<file path="config.mk">
export PLATFORM = sky130hd
export DESIGN_NAME = multi_ch_disp_mux
export DESIGN_NICKNAME = d
export VERILOG_FILES = /design/src/rtl/multi_ch_disp_mux.sv
export SDC_FILE = /design/constraint.sdc
export NUM_CORES = 1
export LEC_CHECK = 0
export CORE_AREA = 2 2 172 174
export CTS_BUF_LIST = sky130_fd_sc_hd__clkbuf_4
export DETAILED_ROUTE_END_ITERATION = 10
export DIE_AREA = 0 0 174 176
export SYNTH_ARGS = -nofsm -noshare
export SYNTH_HDL_FRONTEND = slang
export SYNTH_SLANG_ARGS = --single-unit
</file>
<file path="constraint.sdc">
create_clock -name clk -period 2.5 [get_ports clk]
set_input_delay 0.5 -clock clk [delete_from_list [all_inputs] [get_ports clk]]
set_output_delay 0.5 -clock clk [all_outputs]
set_load 0.01 [all_outputs]
</file>
<file path="src/rtl/multi_ch_disp_mux.sv">
// multi_ch_disp_mux
//   Registered display-source multiplexer for the 7-segment/LED driver.
//   Picks one of CH channels (data word + blink mask + point mask). Channel 0
//   is the CPU channel, kept in shadow registers loaded on `en`; channels
//   1..CH-1 are live inputs. Modes: manual select, auto-scan with a
//   programmable dwell, and hold (outputs frozen).
//
// Ports
//   clk, rst       : clock, synchronous active-low reset
//   en             : capture slot 0 of the inputs into the CPU shadow
//   mode[1:0]      : 00 manual, 01 auto-scan, 10 hold, 11 manual
//   sel[SW-1:0]    : manual channel select (out-of-range selects channel 0)
//   data_in        : CH*DW channel data, channel k at [k*DW +: DW]
//   les_in         : CH*MW blink masks, same packing
//   point_in       : CH*MW point masks, same packing
//   disp_num       : selected data (registered)
//   le_out         : selected blink mask (registered)
//   point_out      : selected point mask (registered)
//   cur_ch         : channel currently driving the outputs
//   scan_tick      : one-cycle pulse on the first cycle of a new auto channel
module multi_ch_disp_mux #(
    parameter int              CH       = 8,
    parameter int              DW       = 32,
    parameter int              MW       = 8,
    parameter int              SW       = $clog2(CH),
    parameter int              DWELL    = 50_000_000,
    parameter logic [DW-1:0]   RST_DISP = 32'hAA5555AA
) (
    input  logic             clk,
    input  logic             rst,
    input  logic             en,
    input  logic [1:0]       mode,
    input  logic [SW-1:0]    sel,
    input  logic [CH*DW-1:0] data_in,
    input  logic [CH*MW-1:0] les_in,
    input  logic [CH*MW-1:0] point_in,
    output logic [DW-1:0]    disp_num,
    output logic [MW-1:0]    le_out,
    output logic [MW-1:0]    point_out,
    output logic [SW-1:0]    cur_ch,
    output logic             scan_tick
);

    localparam int CW = $clog2(DWELL + 1);

    typedef enum logic [1:0] {
        MODE_MAN  = 2'b00,
        MODE_AUTO = 2'b01,
        MODE_HOLD = 2'b10,
        MODE_MAN3 = 2'b11
    } mode_e;

    logic [DW-1:0] data_ch  [CH];
    logic [MW-1:0] les_ch   [CH];
    logic [MW-1:0] point_ch [CH];

    for (genvar g = 0; g < CH; g++) begin : g_unpack
        assign data_ch[g]  = data_in[g*DW +: DW];
        assign les_ch[g]   = les_in[g*MW +: MW];
        assign point_ch[g] = point_in[g*MW +: MW];
    end

    // Manual select clamp: only needed when CH is not a power of two.
    logic [SW-1:0] man_ch;
    if (CH == (1 << SW)) begin : g_sel_full
        assign man_ch = sel;
    end else begin : g_sel_clamp
        assign man_ch = (sel < SW'(CH)) ? sel : '0;
    end

    logic [DW-1:0] shd_data_q, shd_data_d;
    logic [MW-1:0] shd_le_q,   shd_le_d;
    logic [MW-1:0] shd_pt_q,   shd_pt_d;
    logic [DW-1:0] disp_q,     disp_d;
    logic [MW-1:0] le_q,       le_d;
    logic [MW-1:0] pt_q,       pt_d;
    logic [SW-1:0] cur_q,      cur_d;
    logic          tick_q,     tick_d;
    logic [CW-1:0] cnt_q,      cnt_d;

    logic [SW-1:0] nxt;
    logic          load;

    always_comb begin
        shd_data_d = shd_data_q;
        shd_le_d   = shd_le_q;
        shd_pt_d   = shd_pt_q;
        disp_d     = disp_q;
        le_d       = le_q;
        pt_d       = pt_q;
        cur_d      = cur_q;
        tick_d     = 1'b0;
        cnt_d      = '0;
        nxt        = cur_q;
        load       = 1'b1;

        case (mode_e'(mode))
            MODE_AUTO: begin
                if (cnt_q == CW'(DWELL - 1)) begin
                    tick_d = 1'b1;
                    nxt    = (cur_q == SW'(CH - 1)) ? '0 : cur_q + SW'(1);
                end else begin
                    cnt_d  = cnt_q + CW'(1);
                end
            end
            MODE_HOLD: load = 1'b0;
            default:   nxt  = man_ch;
        endcase

        if (load) begin
            cur_d = nxt;
            // Channel 0 with en=1 takes slot 0 straight from the inputs,
            // which is exactly what the shadow is about to capture.
            if (nxt == '0 && !en) begin
                disp_d = shd_data_q;
                le_d   = shd_le_q;
                pt_d   = shd_pt_q;
            end else begin
                disp_d = data_ch[nxt];
                le_d   = les_ch[nxt];
                pt_d   = point_ch[nxt];
            end
        end

        if (en) begin
            shd_data_d = data_ch[0];
            shd_le_d   = les_ch[0];
            shd_pt_d   = point_ch[0];
        end
    end

    always_ff @(posedge clk) begin
        if (!rst) begin
            shd_data_q <= RST_DISP;
            shd_le_q   <= '1;
            shd_pt_q   <= '0;
            disp_q     <= RST_DISP;
            le_q       <= '1;
            pt_q       <= '0;
            cur_q      <= '0;
            tick_q     <= 1'b0;
            cnt_q      <= '0;
        end else begin
            shd_data_q <= shd_data_d;
            shd_le_q   <= shd_le_d;
            shd_pt_q   <= shd_pt_d;
            disp_q     <= disp_d;
            le_q       <= le_d;
            pt_q       <= pt_d;
            cur_q      <= cur_d;
            tick_q     <= tick_d;
            cnt_q      <= cnt_d;
        end
    end

    assign disp_num  = disp_q;
    assign le_out    = le_q;
    assign point_out = pt_q;
    assign cur_ch    = cur_q;
    assign scan_tick = tick_q;

endmodule

</file>
==> out/metrics.yaml, run 1 <==
run_status:
  outcome: "finished, violations left"
  violations: "setup timing"
finish:
  drive_above_1_share: 0.161
  finalNetCount: 2112
  area_delta_synth_final_pct: 83.9
  register_area_um2: 2530
  finish.utilization: 0.532
  layoutNonFillerInstCount: 2114
  fillCellCount: 2816
  multi_input_area_um2: 5700
setup_path:
  path_cells: "ha_4, nand4_1, or4_4, o2111ai_4, o211ai_4, buf_6, buf_4, nor4_2, a21oi_1, and4_1, a221o_1"
  critical_path_required_ns: 2.93
  critical_path_buf_inv_count: 2
  critical_path.max_stage_delay_ns: 0.50
  end_kind: "flip-flop"
  path_class: "reg2reg"
  cp-start-kind: "flip-flop"
  arrival_ns: 3.12
  critPathTopFamily: "simple AND/OR/NAND/NOR gates"
  slowest_stage: "or4_4"
  r2r_slack_ns: -0.19
  critPathMaxFanout: 5
pwr:
  leakage_nw: 6.03
  power_mw: 6.76
  p_per_area_nw_per_um2: 445
  vdd_drop_max_v: 0.000239
clock_network:
  cts_tree: "done"
  h-tree-depth: 4
  cts_buffer_depth: 2
  cts-buffers-inserted: 17
  cts_hold_buf: 0
  cts_sinks: 126
  clock_tree.root_cell: "clkbuf_4"
  path_clk_slew_ns: 0.14
  insertion_delay_ns: 0.54
global_routing:
  track_usage: 0.257
  globalRouteMet1Util: 0.312
  gr-usage-met2: 0.448
  grt_pass1_wl_um: 60700
  grt_start_max_net_pins: 37
  overflow: 0
  busiest_layer: "met2"
  met3_usage: 0.0622
  antenna_found_initial: 2
  first_global_vias: 10537
yosys:
  synth_common_cells: "nand2_1, dfxtp_1, nand3_1, nor2_1, mux2i_1"
  ys.flop_type: "dfxtp_1"
  syn_area_um2: 8250
  synth_nets: 1586
  synth_top_area_share: 0.306
  synth_edf_count: 0
  ys_top_cells_by_area: "dfxtp_1, nand2_1, mux2i_1, nand3_1, nor2_1"
  yosys_warnings: 0
  synth_area_leader_cell: "dfxtp_1"
  ys_types: 52
  synth_cells: 1189
  synth.avg_cell_area_um2: 6.94
  synth_most_common_cell: "nand2_1"
  yosys_register_bits: 126
  synthArstFlopShare: 0
  seq_area_frac_synth: 0.306
timing:
  finalClockSkew_ns: 0.0252
  setup_slack_ns: -0.188
  tns_ns: -4.19
  drv_slew: 0
  fmax_ghz: 0.372
  period_share: 1.08
  min_period_ns: 2.69
  rsz0062_at_grt: "true"
  setup_viol: 43
  worst_pin_slew_ns: 0.614
  finalHoldViolations: 0
  relSlewSlack: 0.591
floorplan:
  core-area_um2: 28500
  initial_core_util: 0.289
  die_h_um: 176
  fp.dieArea_um2: 30600
  num_rows: 62
  io_pins: 444
  fp.dieW_um: 174
placed_design:
  gp_congestion: 0.883
  io_buffers: 443
  placedCellCount: 2053
  dpl_worst_slack_ns: -0.801
  dp_hpwl_um: 32200
job:
  max-cap-violations: 0
routing:
  drt_first_pass_iters: 5
  routed_wl_um: 42700
  drc: 0
  vias: 10892
  wl_per_cell_um: 20.2
  antenna_left: 0
  drtIter0Drc: 835
  vias_per_cell: 5.15
hold_path:
  hp-class: "reg2reg"
## power breakdown
group          switching (mW)  internal (mW)  leakage [nW]  total [mW]
clock network           0.968          0.550         0.154        1.52
registers               0.113           2.18          1.04        2.30
logic                    1.36           1.59          4.83        2.95
## layer usage
layer  part of all wire  up-vias
met5            0.00028        -
met4              0.028        2
met3              0.080       55
met2               0.48      506
met1               0.41     5079
li1                   -     5250
## area by class of cell
class	instances	area share
Antenna cell	2	0.000330
Clock buffer	17	0.00841
Clock inverter	15	0.0113
Inverter	10	0.00247
Multi-Input combinational cell	963	0.375
Sequential cell	126	0.167
Tap cell	384	0.0317
Timing Repair Buffer	597	0.404
## cell families after synthesis
kind of cell / share of synthesized area
flops: 0.306
fa+ha+maj: 0.00758
mux: 0.0898
simple gates: 0.338
compound gates: 0.185
xor+xnor: 0.0191
buf+inv: 0.0554
## sequential cells by signal, summed over array words and instances (netlist names)
signal      cells
cur_ch          3
point_out       8
disp_num       32
scan_tick       1
shd_pt_q        8
cnt_q          26
shd_data_q     32
shd_le_q        8
le_out          8
## worst min-delay path: cells and delay by family, from the launching register on
family / cells / cell delay (ns)
flip-flops: 1 / 0.34
AND/OR/NAND/NOR: 1 / 0.05
AO/OA/AOI/OAI: 1 / 0.05
## path summary, 6_finish.rpt
| path | startpoint | to | cells past startpoint |
|---|---|---|---|
| worst min-delay path | disp_num[23]$_SDFFE_PN0P_ | disp_num[23]$_SDFFE_PN0P_ | 2 |
| worst min register to register | disp_num[23]$_SDFFE_PN0P_ | disp_num[23]$_SDFFE_PN0P_ | 2 |
| worst max register to register | cnt_q[1]$_SDFF_PP0_ | disp_num[30]$_SDFFE_PN0P_ | 11 |
| worst max-delay path | cnt_q[1]$_SDFF_PP0_ | disp_num[30]$_SDFFE_PN0P_ | 11 |
## per-stage QoR
stage	hold WS [ns]	area, um2
after detailed placement	0.440	14000
after global routing	0.508	15200
after floorplan	0.431	8270
after CTS	0.463	14700
final	0.469	15200
after global placement	0.435	14000
## what timing repair did
action,CTS,global route
gates cloned,3,7
resized for setup,45,87
setup buffers,8,13
pin swaps,14,21
setup endpoints to repair,48,48
## placed cells by master, fill, tap and decap left out, types with 5 or more instances in the layout
cell type        instances
clkdlybuf4s50_1        442
nand2_1                309
dfxtp_1                122
nand3_1                116
buf_4                  107
nor2_1                 103
mux2i_1                 69
a21oi_1                 45
o21ai_0                 40
nand4_1                 25
buf_12                  25
o21ai_1                 21
o22ai_1                 18
a22oi_1                 18
a32oi_1                 17
clkbuf_4                17
or3_1                   16
o21ai_2                 13
buf_6                   11
inv_1                    9
nor3_1                   9
xor2_1                   9
xnor2_1                  9
a211oi_1                 8
nand3_2                  8
nor2_4                   7
inv_8                    6
clkbuf_16                6
a21oi_2                  5
No activity file was read; power rests on OpenSTA's default activity.
==> inputs of run 2 (changes only) <==
--- a/config.mk
+++ b/config.mk
@@ -9,6 +9,7 @@
 export CTS_BUF_LIST = sky130_fd_sc_hd__clkbuf_4
 export DETAILED_ROUTE_END_ITERATION = 10
 export DIE_AREA = 0 0 174 176
+export GPL_ROUTABILITY_DRIVEN = 1
 export SYNTH_ARGS = -nofsm -noshare
 export SYNTH_HDL_FRONTEND = slang
 export SYNTH_SLANG_ARGS = --single-unit
==> results of run 2 <==
Same layout as run 1: the final DEF is identical, and so are final timing and power.
==> inputs of run 3 (changes only) <==
--- a/config.mk
+++ b/config.mk
@@ -5,10 +5,11 @@
 export SDC_FILE = /design/constraint.sdc
 export NUM_CORES = 1
 export LEC_CHECK = 0
-export CORE_AREA = 2 2 172 174
+export CORE_AREA = 2 2 175 177
 export CTS_BUF_LIST = sky130_fd_sc_hd__clkbuf_4
+export CTS_CLUSTER_DIAMETER = 100
 export DETAILED_ROUTE_END_ITERATION = 10
-export DIE_AREA = 0 0 174 176
+export DIE_AREA = 0 0 177 179
 export GPL_ROUTABILITY_DRIVEN = 1
 export SYNTH_ARGS = -nofsm -noshare
 export SYNTH_HDL_FRONTEND = slang
==> constraint.sdc (replaced) <==
create_clock -name clk -period 2.75 [get_ports clk]
set_input_delay 0.55 -clock clk [delete_from_list [all_inputs] [get_ports clk]]
set_output_delay 0.55 -clock clk [all_outputs]
set_load 0.01 [all_outputs]
==> run 3 against run 2 <==
The run now ends clean. Flip-flop and latch count unchanged. Sequential share of layout area increased by 0.35 points. Register-to-register slack improved by 0.21 ns. Worst hold slack got worse by 0.0023 ns. Clock skew increased by 0.0013 ns. Clock power decreased by 13%. Critical path depth decreased by 1.
==> out/metrics.yaml, run 3 (same netlist as run 1, synthesis figures left out) <==
pwr:
  p_per_area_nw_per_um2: 405
  vdd_drop_max_v: 0.000183
  combPwrFrac: 0.435
  pwr-share-clk: 0.220
  swShare: 0.357
  p_seq_frac: 0.345
  internal-power_mw: 3.87
  leakage_nw: 5.88
  p_sw_mw: 2.14
  power_mw: 6.01
routing:
  vias: 10726
  routed_wl_um: 42800
  drc: 0
  antenna_left: 0
  drt_first_pass_iters: 5
  wl_per_cell_um: 20.2
  drtIter0Drc: 678
  vias_per_cell: 5.07
floorplan:
  io_pins: 444
  core-area_um2: 30000
  die_h_um: 179
  fp.dieArea_um2: 31700
  num_rows: 64
  fp.dieW_um: 177
  initial_core_util: 0.275
hold_path:
  hp-class: "reg2reg"
global_routing:
  antenna_found_initial: 3
  track_usage: 0.247
  first_global_vias: 10471
  grt_pass1_wl_um: 59400
  overflow: 0
  grt_start_max_net_pins: 34
setup_path:
  critical_path.max_stage_delay_ns: 0.57
  end_kind: "flip-flop"
  slowest_stage: "or4_4"
  path_cells: "ha_4, nand4_1, or4_4, o2111ai_4, o211ai_4, nor4_4, buf_4, a21oi_1, and4_1, a221o_1"
  cp-start-kind: "flip-flop"
  critical_path_required_ns: 3.19
  critPathMaxFanout: 3
  arrival_ns: 3.16
  path_class: "reg2reg"
finish:
  final_cell_mix: "clkdlybuf4s50_1, nand2_1, dfxtp_1"
  fillCellCount: 3033
  design_area_um2: 14900
  area_delta_synth_final_pct: 80.0
  layoutNonFillerInstCount: 2115
  finalNetCount: 2099
  finish.utilization: 0.495
  multi_input_area_um2: 5550
  mostFrequentLayoutCell: "clkdlybuf4s50_1"
  drive_above_1_share: 0.136
  register_area_um2: 2520
placed_design:
  gp_congestion: 0.922
  io_buffers: 443
  placed_area_um2: 14000
  dpl_worst_slack_ns: -0.604
  placedCellCount: 2057
  dp_hpwl_um: 32400
timing:
  drv_slew: 0
  period_share: 0.990
  min_period_ns: 2.72
  fmax_ghz: 0.367
  finalClockSkew_ns: 0.0265
  hold_slack_ns: 0.466
  setup_slack_ns: 0.0266
  relSlewSlack: 0.599
  rsz0062_at_grt: "true"
  finalHoldViolations: 0
  worst_pin_slew_ns: 0.601
  setup_viol: 0
  tns_ns: 0
clock_network:
  h-tree-depth: 4
  cts_sinks: 126
  path_clk_slew_ns: 0.14
  cts_tree: "done"
  cts_hold_buf: 0
  cts_buffer_depth: 2
  cts-buffers-inserted: 17
  clock_tree.root_cell: "clkbuf_4"
  insertion_delay_ns: 0.55
run_status:
  outcome: "completed"
job:
  max-cap-violations: 0
## run 3: final timing paths
kind	start	end	slack, ns	depth (start not counted)
setup / recovery	cnt_q[0]$_SDFF_PP0_	disp_num[30]$_SDFFE_PN0P_	0.03	10
hold / removal	disp_num[23]$_SDFFE_PN0P_	disp_num[23]$_SDFFE_PN0P_	0.47	2
hold reg to reg	disp_num[23]$_SDFFE_PN0P_	disp_num[23]$_SDFFE_PN0P_	0.47	2
setup reg to reg	cnt_q[0]$_SDFF_PP0_	disp_num[30]$_SDFFE_PN0P_	0.03	10
## run 3: layout make-up
class | count | area share
multi-input combinational | 962 | 0.374
clock buffer | 18 | 0.00910
clock inverter | 14 | 0.00902
antenna | 4 | 0.000674
inverter | 10 | 0.00253
tap | 396 | 0.0334
timing repair buffer | 585 | 0.402
sequential | 126 | 0.170
## run 3: power by group through the flow
stage | Clock [mW] | Sequential, mW | Combinational, mW
after floorplan | 0 | 2.15 | 0.921
after global placement | 0 | 2.11 | 2.41
after detailed placement | 0 | 2.11 | 2.42
after CTS | 1.36 | 2.08 | 2.45
after global routing | 1.44 | 2.10 | 2.79
final | 1.32 | 2.08 | 2.61
## run 3: repair_timing
item | in CTS | in global routing
gates resized for setup | 16 | 68
buffers inserted | 3 | 11
endpoints found under the setup margin | 47 | 46
pin swaps | 3 | 10
gates cloned | 0 | 8
## run 3: worst max-delay path: cells and delay by family, from the launching register on
kind                     cells  cell delay [ns]
buffers and inverters        1             0.17
AND/OR/NAND/NOR              4             1.21
adder cells (fa/ha/maj)      1             0.14
AO/OA/AOI/OAI                4             0.74
flip-flops                   1             0.37
## run 3: layer usage
metal | up-vias | part of all wire | GRT usage
li1 | 5217 | - | -
met5 | - | 0 | 0
met4 | 0 | 0.020 | 0.0737
met2 | 444 | 0.50 | 0.435
met1 | 5020 | 0.40 | 0.293
met3 | 45 | 0.082 | 0.0642
